$ cat src/rtl/spi_frame_rx_if.sv
// Output-side bundle of the SPI frame receiver: holding register, handshake and status pulses.
interface spi_frame_rx_if #(
  parameter int FRAME_BITS = 16
);
  logic [FRAME_BITS-1:0] frame_data;
  logic                  frame_valid;
  logic                  frame_ready;
  logic                  frame_err;
  logic                  overrun;
  logic                  busy;

  modport master (
    output frame_data, frame_valid, frame_err, overrun, busy,
    input  frame_ready
  );

  modport slave (
    input  frame_data, frame_valid, frame_err, overrun, busy,
    output frame_ready
  );
endinterface

$ cat src/rtl/spi_frame_rx.sv
// SPI mode-0 frame receiver: oversamples sck/cs_n/mosi in the clk domain and presents
// fixed-length MSB-first frames on a ready/valid holding register.
//
//   state | meaning
//   IDLE  | waiting for a cs_n fall; sck edges ignored
//   RECV  | chip select active; shifting bits on each sck rise
module spi_frame_rx #(
  parameter int FRAME_BITS  = 16,
  parameter int SYNC_STAGES = 2
) (
  input  logic          clk_i,
  input  logic          rst_i,
  input  logic          sck_in_i,
  input  logic          cs_n_in_i,
  input  logic          mosi_in_i,
  spi_frame_rx_if.master frm_if
);

  localparam int CW = $clog2(FRAME_BITS + 2);
  localparam logic [CW-1:0] CNT_FULL = CW'(FRAME_BITS);
  localparam logic [CW-1:0] CNT_SAT  = CW'(FRAME_BITS + 1);

  typedef enum logic {IDLE, RECV} state_t;

  logic [SYNC_STAGES-1:0] sck_sync_q, cs_sync_q, mosi_sync_q, vld_q;
  logic                   sck_prev_q, cs_prev_q, armed_q;
  logic                   sck_rise_q, cs_rise_q, cs_fall_q, mosi_smp_q;
  logic                   sck_rise_d, cs_rise_d, cs_fall_d;
  logic                   sck_s, cs_s, mosi_s, sync_ok;

  state_t                 state_q;
  logic [FRAME_BITS-1:0]  shift_q, data_q;
  logic [CW-1:0]          cnt_q;
  logic                   valid_q, err_q, ovr_q, busy_q;

  assign sck_s   = sck_sync_q[SYNC_STAGES-1];
  assign cs_s    = cs_sync_q[SYNC_STAGES-1];
  assign mosi_s  = mosi_sync_q[SYNC_STAGES-1];
  assign sync_ok = vld_q[SYNC_STAGES-1];

  // A cs_n fall only counts once a genuine high has been seen since reset, so a
  // frame already in progress at reset release is never picked up half-way.
  assign sck_rise_d = sck_s & ~sck_prev_q;
  assign cs_rise_d  = cs_s & ~cs_prev_q;
  assign cs_fall_d  = armed_q & ~cs_s & cs_prev_q;

  always_ff @(posedge clk_i) begin
    if (rst_i) begin
      sck_sync_q  <= '0;
      cs_sync_q   <= '1;
      mosi_sync_q <= '0;
      vld_q       <= '0;
      sck_prev_q  <= 1'b0;
      cs_prev_q   <= 1'b1;
      armed_q     <= 1'b0;
      sck_rise_q  <= 1'b0;
      cs_rise_q   <= 1'b0;
      cs_fall_q   <= 1'b0;
      mosi_smp_q  <= 1'b0;
      state_q     <= IDLE;
      shift_q     <= '0;
      cnt_q       <= '0;
      data_q      <= '0;
      valid_q     <= 1'b0;
      err_q       <= 1'b0;
      ovr_q       <= 1'b0;
      busy_q      <= 1'b0;
    end else begin
      sck_sync_q  <= {sck_sync_q[SYNC_STAGES-2:0], sck_in_i};
      cs_sync_q   <= {cs_sync_q[SYNC_STAGES-2:0], cs_n_in_i};
      mosi_sync_q <= {mosi_sync_q[SYNC_STAGES-2:0], mosi_in_i};
      vld_q       <= {vld_q[SYNC_STAGES-2:0], 1'b1};
      sck_prev_q  <= sck_s;
      cs_prev_q   <= cs_s;
      armed_q     <= armed_q | (sync_ok & cs_s);
      sck_rise_q  <= sck_rise_d;
      cs_rise_q   <= cs_rise_d;
      cs_fall_q   <= cs_fall_d;
      mosi_smp_q  <= mosi_s;

      err_q <= 1'b0;
      ovr_q <= 1'b0;
      if (valid_q && frm_if.frame_ready) valid_q <= 1'b0;

      case (state_q)
        IDLE: begin
          if (cs_fall_q) begin
            state_q <= RECV;
            shift_q <= '0;
            cnt_q   <= '0;
            busy_q  <= 1'b1;
          end
        end
        RECV: begin
          if (cs_rise_q) begin
            state_q <= IDLE;
            busy_q  <= 1'b0;
            if (cnt_q == CNT_FULL) begin
              if (!valid_q || frm_if.frame_ready) begin
                data_q  <= shift_q;
                valid_q <= 1'b1;
              end else begin
                ovr_q <= 1'b1;
              end
            end else begin
              err_q <= 1'b1;
            end
          end else if (sck_rise_q) begin
            shift_q <= {shift_q[FRAME_BITS-2:0], mosi_smp_q};
            if (cnt_q != CNT_SAT) cnt_q <= cnt_q + 1'b1;
          end
        end
        default: state_q <= IDLE;
      endcase
    end
  end

  assign frm_if.frame_data  = data_q;
  assign frm_if.frame_valid = valid_q;
  assign frm_if.frame_err   = err_q;
  assign frm_if.overrun     = ovr_q;
  assign frm_if.busy        = busy_q;

endmodule

$ cat src/flat_wrapper.sv
// flat-port wrapper written by rule: the top's interface ports become plain ports
module spi_frame_rx_flat 
#(
  parameter int FRAME_BITS  = 16,
  parameter int SYNC_STAGES = 2
)
  (clk_i, rst_i, sck_in_i, cs_n_in_i, mosi_in_i, frm_if_frame_data, frm_if_frame_valid, frm_if_frame_err, frm_if_overrun, frm_if_busy, frm_if_frame_ready);
  spi_frame_rx_if #(.FRAME_BITS(FRAME_BITS)) frm_if_i ();
  input  logic clk_i;
  input  logic rst_i;
  input  logic sck_in_i;
  input  logic cs_n_in_i;
  input  logic mosi_in_i;
  output wire logic [$bits(frm_if_i.frame_data)-1:0] frm_if_frame_data;
  output wire logic [$bits(frm_if_i.frame_valid)-1:0] frm_if_frame_valid;
  output wire logic [$bits(frm_if_i.frame_err)-1:0] frm_if_frame_err;
  output wire logic [$bits(frm_if_i.overrun)-1:0] frm_if_overrun;
  output wire logic [$bits(frm_if_i.busy)-1:0] frm_if_busy;
  input wire logic [$bits(frm_if_i.frame_ready)-1:0] frm_if_frame_ready;
  assign frm_if_frame_data = frm_if_i.frame_data;
  assign frm_if_frame_valid = frm_if_i.frame_valid;
  assign frm_if_frame_err = frm_if_i.frame_err;
  assign frm_if_overrun = frm_if_i.overrun;
  assign frm_if_busy = frm_if_i.busy;
  assign frm_if_i.frame_ready = frm_if_frame_ready;
  spi_frame_rx #(.FRAME_BITS(FRAME_BITS), .SYNC_STAGES(SYNC_STAGES)) u_core (.clk_i(clk_i), .rst_i(rst_i), .sck_in_i(sck_in_i), .cs_n_in_i(cs_n_in_i), .mosi_in_i(mosi_in_i), .frm_if(frm_if_i));
endmodule
$ cat config.mk
export PLATFORM = sky130hd
export DESIGN_NAME = spi_frame_rx_flat
export DESIGN_NICKNAME = d
export VERILOG_FILES = /design/src/rtl/spi_frame_rx_if.sv /design/src/rtl/spi_frame_rx.sv /design/src/flat_wrapper.sv
export SDC_FILE = /design/constraint.sdc
export NUM_CORES = 1
export LEC_CHECK = 0
export BUFFER_PORTS_ARGS = -buffer_cell sky130_fd_sc_hd__buf_2
export CORE_UTILIZATION = 64
export CTS_BUF_LIST = sky130_fd_sc_hd__clkbuf_4
export DETAILED_ROUTE_END_ITERATION = 8
export PLACE_DENSITY_LB_ADDON = 0.05
export REMOVE_ABC_BUFFERS = 1
export SYNTH_ARGS = -nofsm -noshare
export SYNTH_HDL_FRONTEND = slang
export SYNTH_SLANG_ARGS = --single-unit
$ cat constraint.sdc
create_clock -name clk_i -period 2.8 [get_ports clk_i]
set_clock_uncertainty 0.05 [all_clocks]
set_input_delay 0.28 -clock clk_i [delete_from_list [all_inputs] [get_ports clk_i]]
set_output_delay 0.28 -clock clk_i [all_outputs]
set_load 0.1 [all_outputs]
==> results.yml, run 1 <==
status:
  status: "finished clean"
logic_synthesis:
  synth.most_common_cell: "dfxtp_1"
  synth_edf_count: 0
  syn_area_sq_mm: 0.00216
  synth_common_cells: "dfxtp_1 (57), nand2_1 (53), nand3_1 (24), a21oi_1 (21), mux2i_1 (21)"
  yosys_warnings: 0
  synth_cell_types: 29
  ys_async_sr_fraction_pct: 0
  synth-seq-area-share_pct: 52.9
  ys_seq_elements: 57
  synth_area_leaders: "dfxtp_1 (53%), mux2i_1 (9.7%), nand2_1 (9.2%), nand3_1 (5.6%), a21oi_1 (4.9%)"
  synth.top_cell.area_share_pct: 52.9
  syn_area_per_cell_sq_um: 9.34
  synthCells: 231
  synth_top_flop_cell: "dfxtp_1"
  synth.largest_area_cell: "dfxtp_1"
die:
  io-pin-count: 26
  num_rows: 20
  die_w_um: 60.1
  dieArea_sq_mm: 0.00361
  die_h_um: 60.1
  initial_utilization_pct: 69.0
  core_sq_mm: 0.00313
cts:
  h-tree-depth: 3
  worstSkewPairLatency_ns: 0.39
  clkTransAtPathRegs_ns: 0.09
  cts_buffers: 9
  clock-sinks: 57
  cts-resized-gates: 0
  cts.path.max_buffers: 2
  holdBufCountCts: 0
  post_cts_buffers: 0
  cts_root_buf: "clkbuf_4"
  tritoncts: "done"
route:
  num_vias: 1612
  drt-initial-drc-count: 72
  routedWlPerCell_um: 12.5
  drcViolationCount: 0
  routed_wl_um: 3760
  firstDrtPassIters: 5
  antenna_left: 0
  vias_per_cell: 5.36
critical_path:
  crit_arrival_ns: 2.20
  end_kind: "register"
  timing.rr.end: "u_core.cnt_q[2]"
  r2r_cells: 3
  cp_max_fo: 30
  startpoint: "u_core.state_q"
  worst_setup_path_start_kind: "register"
  r2r_slack_ns: 0.83
  crit_type: "register to register"
  reg2reg_from: "u_core.state_q"
  worstPathRequired_ns: 3.03
cells_and_area:
  area.growth.synth_to_final_pct: 9.74
  drive_gt1_share_pct: 19.1
  final_core_util_pct: 75.7
  fin_nets: 262
  antenna_cells: 0
placed_design:
  dpl.hpwl_um: 2360
  place.gp.congestion: 0.771
  port_buffers: 25
  dp_slack_ns: 0.866
sta:
  period_needed_ns: 1.97
  fin_crit_sh_pct: 70.4
  fmax_mhz: 507
  maxSlewHeadroom_pct: 23.9
  max_slew.worst_pin.slew_ns: 1.14
  setup_viol: 0
  tns_ns: 0
  maxSlewViolCount: 0
  rsz0062_at_grt: "no"
  report.final.hold_viol_count: 0
  fin_ws_ns: 0.828
power:
  p_total_w: 0.00134
  powerDensity_mw_per_mm2: 566
  ir_drop_v: 0.000369
  p_leak_nw: 0.868
min_path:
  holdPathEnd: "u_core.cs_sync_q[0]"
  min_from: "cs_n_in_i"
  hold_path_class: "input port to register"
  min_path_cells: 2
global_routing:
  grt_first_pass_wirelength_um: 6220
  overflow: 0
  grt_max_degree: 35
  antenna_found_initial: 0
  grt_use_total_pct: 24.6
  first_global_vias: 1438
job:
  max_cap_violations: 0
placed cells by master, fill, tap and decap left out, drive strengths merged:
| cell | count |
|---|---|
| a2111oi | 1 |
| a21boi | 1 |
| a21oi | 21 |
| a2bb2oi | 1 |
| and3b | 2 |
| and4bb | 1 |
| buf | 28 |
| clkbuf | 14 |
| clkinv | 2 |
| dfxtp | 57 |
| ha | 3 |
| inv | 4 |
| mux2i | 21 |
| nand2 | 53 |
| nand2b | 2 |
| nand3 | 24 |
| nand3b | 2 |
| nor2 | 2 |
| nor2b | 8 |
| nor3 | 2 |
| nor3b | 1 |
| o2111ai | 2 |
| or2 | 3 |
| or2b | 1 |
| or3b | 1 |
logic make-up (layout without fill, tap and decap cells):
logic type | count (synthesis) | after routing | share of synthesized area, %
AND/OR/NAND/NOR | 102 | 102 | 22.6
flip-flops | 57 | 57 | 52.9
AO/OA/AOI/OAI | 26 | 26 | 7.42
buffers and inverters | 22 | 48 | 5.57
multiplexers | 21 | 21 | 9.74
adder cells (fa/ha/maj) | 3 | 3 | 1.74
area by class of cell:
type                       count  area, sq um
tap                           44         55.1
fill                         233          761
clock inverter                 1         3.75
timing repair buffer          28          148
inverter                       5         18.8
multi-input combinational    152          896
sequential                    57         1140
clock buffer                  14          105
layer usage:
| metal | vias to the layer above | wire length [um] | track usage (%) |
|---|---|---|---|
| li1 | 819 | - | - |
| met1 | 736 | 1700 | 27.6 |
| met2 | 49 | 1810 | 39.4 |
| met3 | 8 | 200 | 11.0 |
| met4 | 0 | 47 | 12.3 |
| met5 | - | 0 | 0 |
worst max-delay path, stage by stage (launching register included):
cell      delay (ns)
dfxtp_1         0.46
nand2b_1        0.91
a21boi_0        0.26
mux2i_1         0.18
registers in the layout, summed over array words and instances, names as in the netlist:
name / cells
u_core.cs_rise_q: 1
u_core.sck_sync_q: 2
u_core.cs_prev_q: 1
u_core.armed_q: 1
u_core.frm_if.frame_err: 1
u_core.cs_fall_q: 1
u_core.frm_if.busy: 1
u_core.frm_if.overrun: 1
u_core.vld_q: 2
u_core.mosi_smp_q: 1
u_core.sck_rise_q: 1
u_core.state_q: 1
u_core.sck_prev_q: 1
u_core.shift_q: 16
u_core.cnt_q: 5
u_core.mosi_sync_q: 2
u_core.frm_if.frame_data: 16
u_core.frm_if.frame_valid: 1
u_core.cs_sync_q: 2
how the worst max path moves through the flow:
stage	to	slack, ns
6_report	u_core.cnt_q[2]	0.83
5_1_grt	u_core.cnt_q[2]	0.67
4_1_cts	u_core.cnt_q[2]	0.86
3_5_place_dp	u_core.cnt_q[2]	0.87
3_3_place_gp	u_core.cnt_q[2]	0.90
2_1_floorplan	u_core.frm_if.frame_data[0]	0.69
metrics by stage:
| step | cell area, sq um | hold slack (ns) | cells |
|---|---|---|---|
| 2_1_floorplan | 2060 | 0.299 | 214 |
| 3_3_place_gp | 2260 | 0.321 | 286 |
| 3_5_place_dp | 2260 | 0.326 | 286 |
| 5_1_grt | 2370 | 0.0111 | 301 |
| 6_report | 2370 | 0.0409 | 301 |
| 4_1_cts | 2370 | 0.0269 | 301 |
where the power goes:
group	total [W]	internal [W]	switching (W)	leakage (nW)
sequential	0.000822	0.000819	0.00000329	0.462
combinational	0.0000327	0.0000102	0.0000225	0.340
clock	0.000485	0.000226	0.000259	0.0660
Power figures use the tool's default switching activity.
==> run 2: changes to the inputs <==
--- a/config.mk
+++ b/config.mk
@@ -6,7 +6,7 @@
 export NUM_CORES = 1
 export LEC_CHECK = 0
 export BUFFER_PORTS_ARGS = -buffer_cell sky130_fd_sc_hd__buf_2
-export CORE_UTILIZATION = 64
+export CORE_UTILIZATION = 53
 export CTS_BUF_LIST = sky130_fd_sc_hd__clkbuf_4
 export DETAILED_ROUTE_END_ITERATION = 8
 export PLACE_DENSITY_LB_ADDON = 0.05
==> constraint.sdc (replaced) <==
create_clock -name clk_i -period 1.8 [get_ports clk_i]
set_clock_uncertainty 0.05 [all_clocks]
set_input_delay 0.18 -clock clk_i [delete_from_list [all_inputs] [get_ports clk_i]]
set_output_delay 0.18 -clock clk_i [all_outputs]
set_load 0.1 [all_outputs]
==> run 2 against run 1 <==
  * Final area increased by 5.2%
  * Power increased by 76%
  * First-iteration DRC count decreased by 14%
  * Critical path type unchanged
  * Die area increased by 20%
  * Core utilization decreased by 9.7 points
==> results.yml, run 2 (synthesis gave the netlist of run 1 again) <==
status:
  status: "finished clean"
cells_and_area:
  fin_nets: 271
  final_area_sq_mm: 0.00249
  area.growth.synth_to_final_pct: 15.4
  mostFrequentLayoutCells: "dfxtp_1 (57), nand2_1 (53), buf_2 (25), nand3_1 (24)"
  layout_commonest_cell: "dfxtp_1"
  final_core_util_pct: 66.0
  ff_latch_area_sq_mm: 0.00114
  multi_input_area_sq_um: 896
  antenna_cells: 0
  fillers: 321
  drive_gt1_share_pct: 20.7
global_routing:
  grt_use_total_pct: 21.4
  first_global_vias: 1475
  grt_max_degree: 44
  grt_first_pass_wirelength_um: 6720
  overflow: 0
  antenna_found_initial: 0
route:
  drcViolationCount: 0
  antenna_left: 0
  routed_wl_um: 3980
  num_vias: 1588
  drt-initial-drc-count: 62
  routedWlPerCell_um: 12.7
  vias_per_cell: 5.06
  firstDrtPassIters: 5
sta:
  period_needed_ns: 1.62
  maxSlewViolCount: 0
  report.final.hold_viol_count: 0
  max_slew.worst_pin.slew_ns: 0.503
  fin_crit_sh_pct: 89.8
  maxSlewHeadroom_pct: 66.7
  rsz0062_at_grt: "no"
  setup_viol: 0
  fmax_mhz: 618
critical_path:
  r2r_slack_ns: 0.18
  worstSetupEndpoint: "u_core.frm_if.frame_data[13]"
  crit_type: "register to register"
  worst_setup_path_start_kind: "register"
  cp_max_fo: 16
  startpoint: "u_core.cnt_q[0]"
  end_kind: "register"
  crit_path_top_delay_cell: "dfxtp_1"
  cpPeakStageDelay_ns: 0.34
  worstPathCellList: "inv_1, ha_1, and4bb_1, and3b_1, buf_4, mux2i_1"
  crit_arrival_ns: 1.88
  crit_family: "buffers and inverters"
  crit_cells: 6
  worstPathRequired_ns: 2.07
  reg2reg_from: "u_core.cnt_q[0]"
  path_buf_inv: 2
  r2r_cells: 6
  timing.rr.end: "u_core.frm_if.frame_data[13]"
cts:
  h-tree-depth: 3
  cts.path.max_buffers: 2
  cts_root_buf: "clkbuf_4"
  worstSkewPairLatency_ns: 0.38
  tritoncts: "done"
  post_cts_buffers: 0
  cts_buffers: 9
  clock-sinks: 57
  clkTransAtPathRegs_ns: 0.09
power:
  combPwrFrac_pct: 2.5
  power.share.sequential_pct: 54.2
  p_clk_share_pct: 43.3
  ir_drop_v: 0.000511
  power_switching_share_pct: 20.5
  p_int_w: 0.00188
  powerDensity_mw_per_mm2: 948
  switchingPower_w: 0.000483
  p_leak_nw: 0.927
placed_design:
  dpl.hpwl_um: 2470
  place.gp.congestion: 0.737
  port_buffers: 25
  postPlaceCellArea_sq_mm: 0.00231
min_path:
  hold_path_class: "input port to register"
  min_path_cells: 3
die:
  io-pin-count: 26
  initial_utilization_pct: 57.2
  num_rows: 22
  dieArea_sq_mm: 0.00433
  die_w_um: 65.8
  die_h_um: 65.8
  core_sq_mm: 0.00377
job:
  max_cap_violations: 0
run 2: repair_timing:
| action | 4_1_cts | 5_1_grt |
|---|---|---|
| resized for setup | 0 | 0 |
| hold endpoints to repair | 3 | 0 |
| hold buffers | 3 | 0 |
run 2: worst min path at each step:
stage,from,endpoint,slack [ns]
after detailed placement,cs_n_in_i,u_core.cs_sync_q[0],0.32
after global routing,frm_if_frame_ready,u_core.frm_if.overrun,0.009
after global placement,cs_n_in_i,u_core.cs_sync_q[0],0.32
after floorplan,rst_i,u_core.frm_if.busy,0.20
final,frm_if_frame_ready,u_core.frm_if.overrun,0.02
after CTS,frm_if_frame_ready,u_core.frm_if.overrun,0.005
run 2: per-layer routing:
layer / up-vias / part of all wire, % / track usage [%] / wire length (um)
li1: 830 / - / - / -
met1: 713 / 48 / 26.1 / 1900
met2: 34 / 46 / 32.8 / 1850
met3: 11 / 3.4 / 5.69 / 134
met4: 0 / 2.5 / 14.7 / 99
met5: - / 0 / 0 / 0
run 2: worst register-to-register path, cell delays in order (launching register included):
cell	delay, ns
dfxtp_1	0.34
inv_1	0.12
ha_1	0.15
and4bb_1	0.22
and3b_1	0.16
buf_4	0.28
mux2i_1	0.23
run 2: power by group through the flow:
stage	registers (W)	logic [W]	clock network (W)
finish	0.00128	0.0000592	0.00102
global route	0.00128	0.0000661	0.00110
CTS	0.00128	0.0000605	0.00104
detailed placement	0.00131	0.0000549	0
global placement	0.00131	0.0000544	0
floorplan	0.00131	0.0000255	0
run 2: metrics by stage:
stage	total power (W)	cells	hold WS, ns	setup WS, ns	setup TNS [ns]
floorplan	0.00133	214	0.199	-0.307	-4.91
global placement	0.00136	296	0.316	0.251	0
detailed placement	0.00136	296	0.318	0.185	0
CTS	0.00238	314	0.00518	0.156	0
global route	0.00245	314	0.00857	0.0313	0
finish	0.00236	314	0.0215	0.183	0
run 2: final cells by class:
cell class | instances | area share [%]
Sequential cell | 57 | 45.8
Multi-Input combinational cell | 152 | 36.0
Clock buffer | 11 | 3.32
Clock inverter | 4 | 2.76
Tap cell | 48 | 2.41
Timing Repair Buffer | 37 | 8.94
Inverter | 5 | 0.754
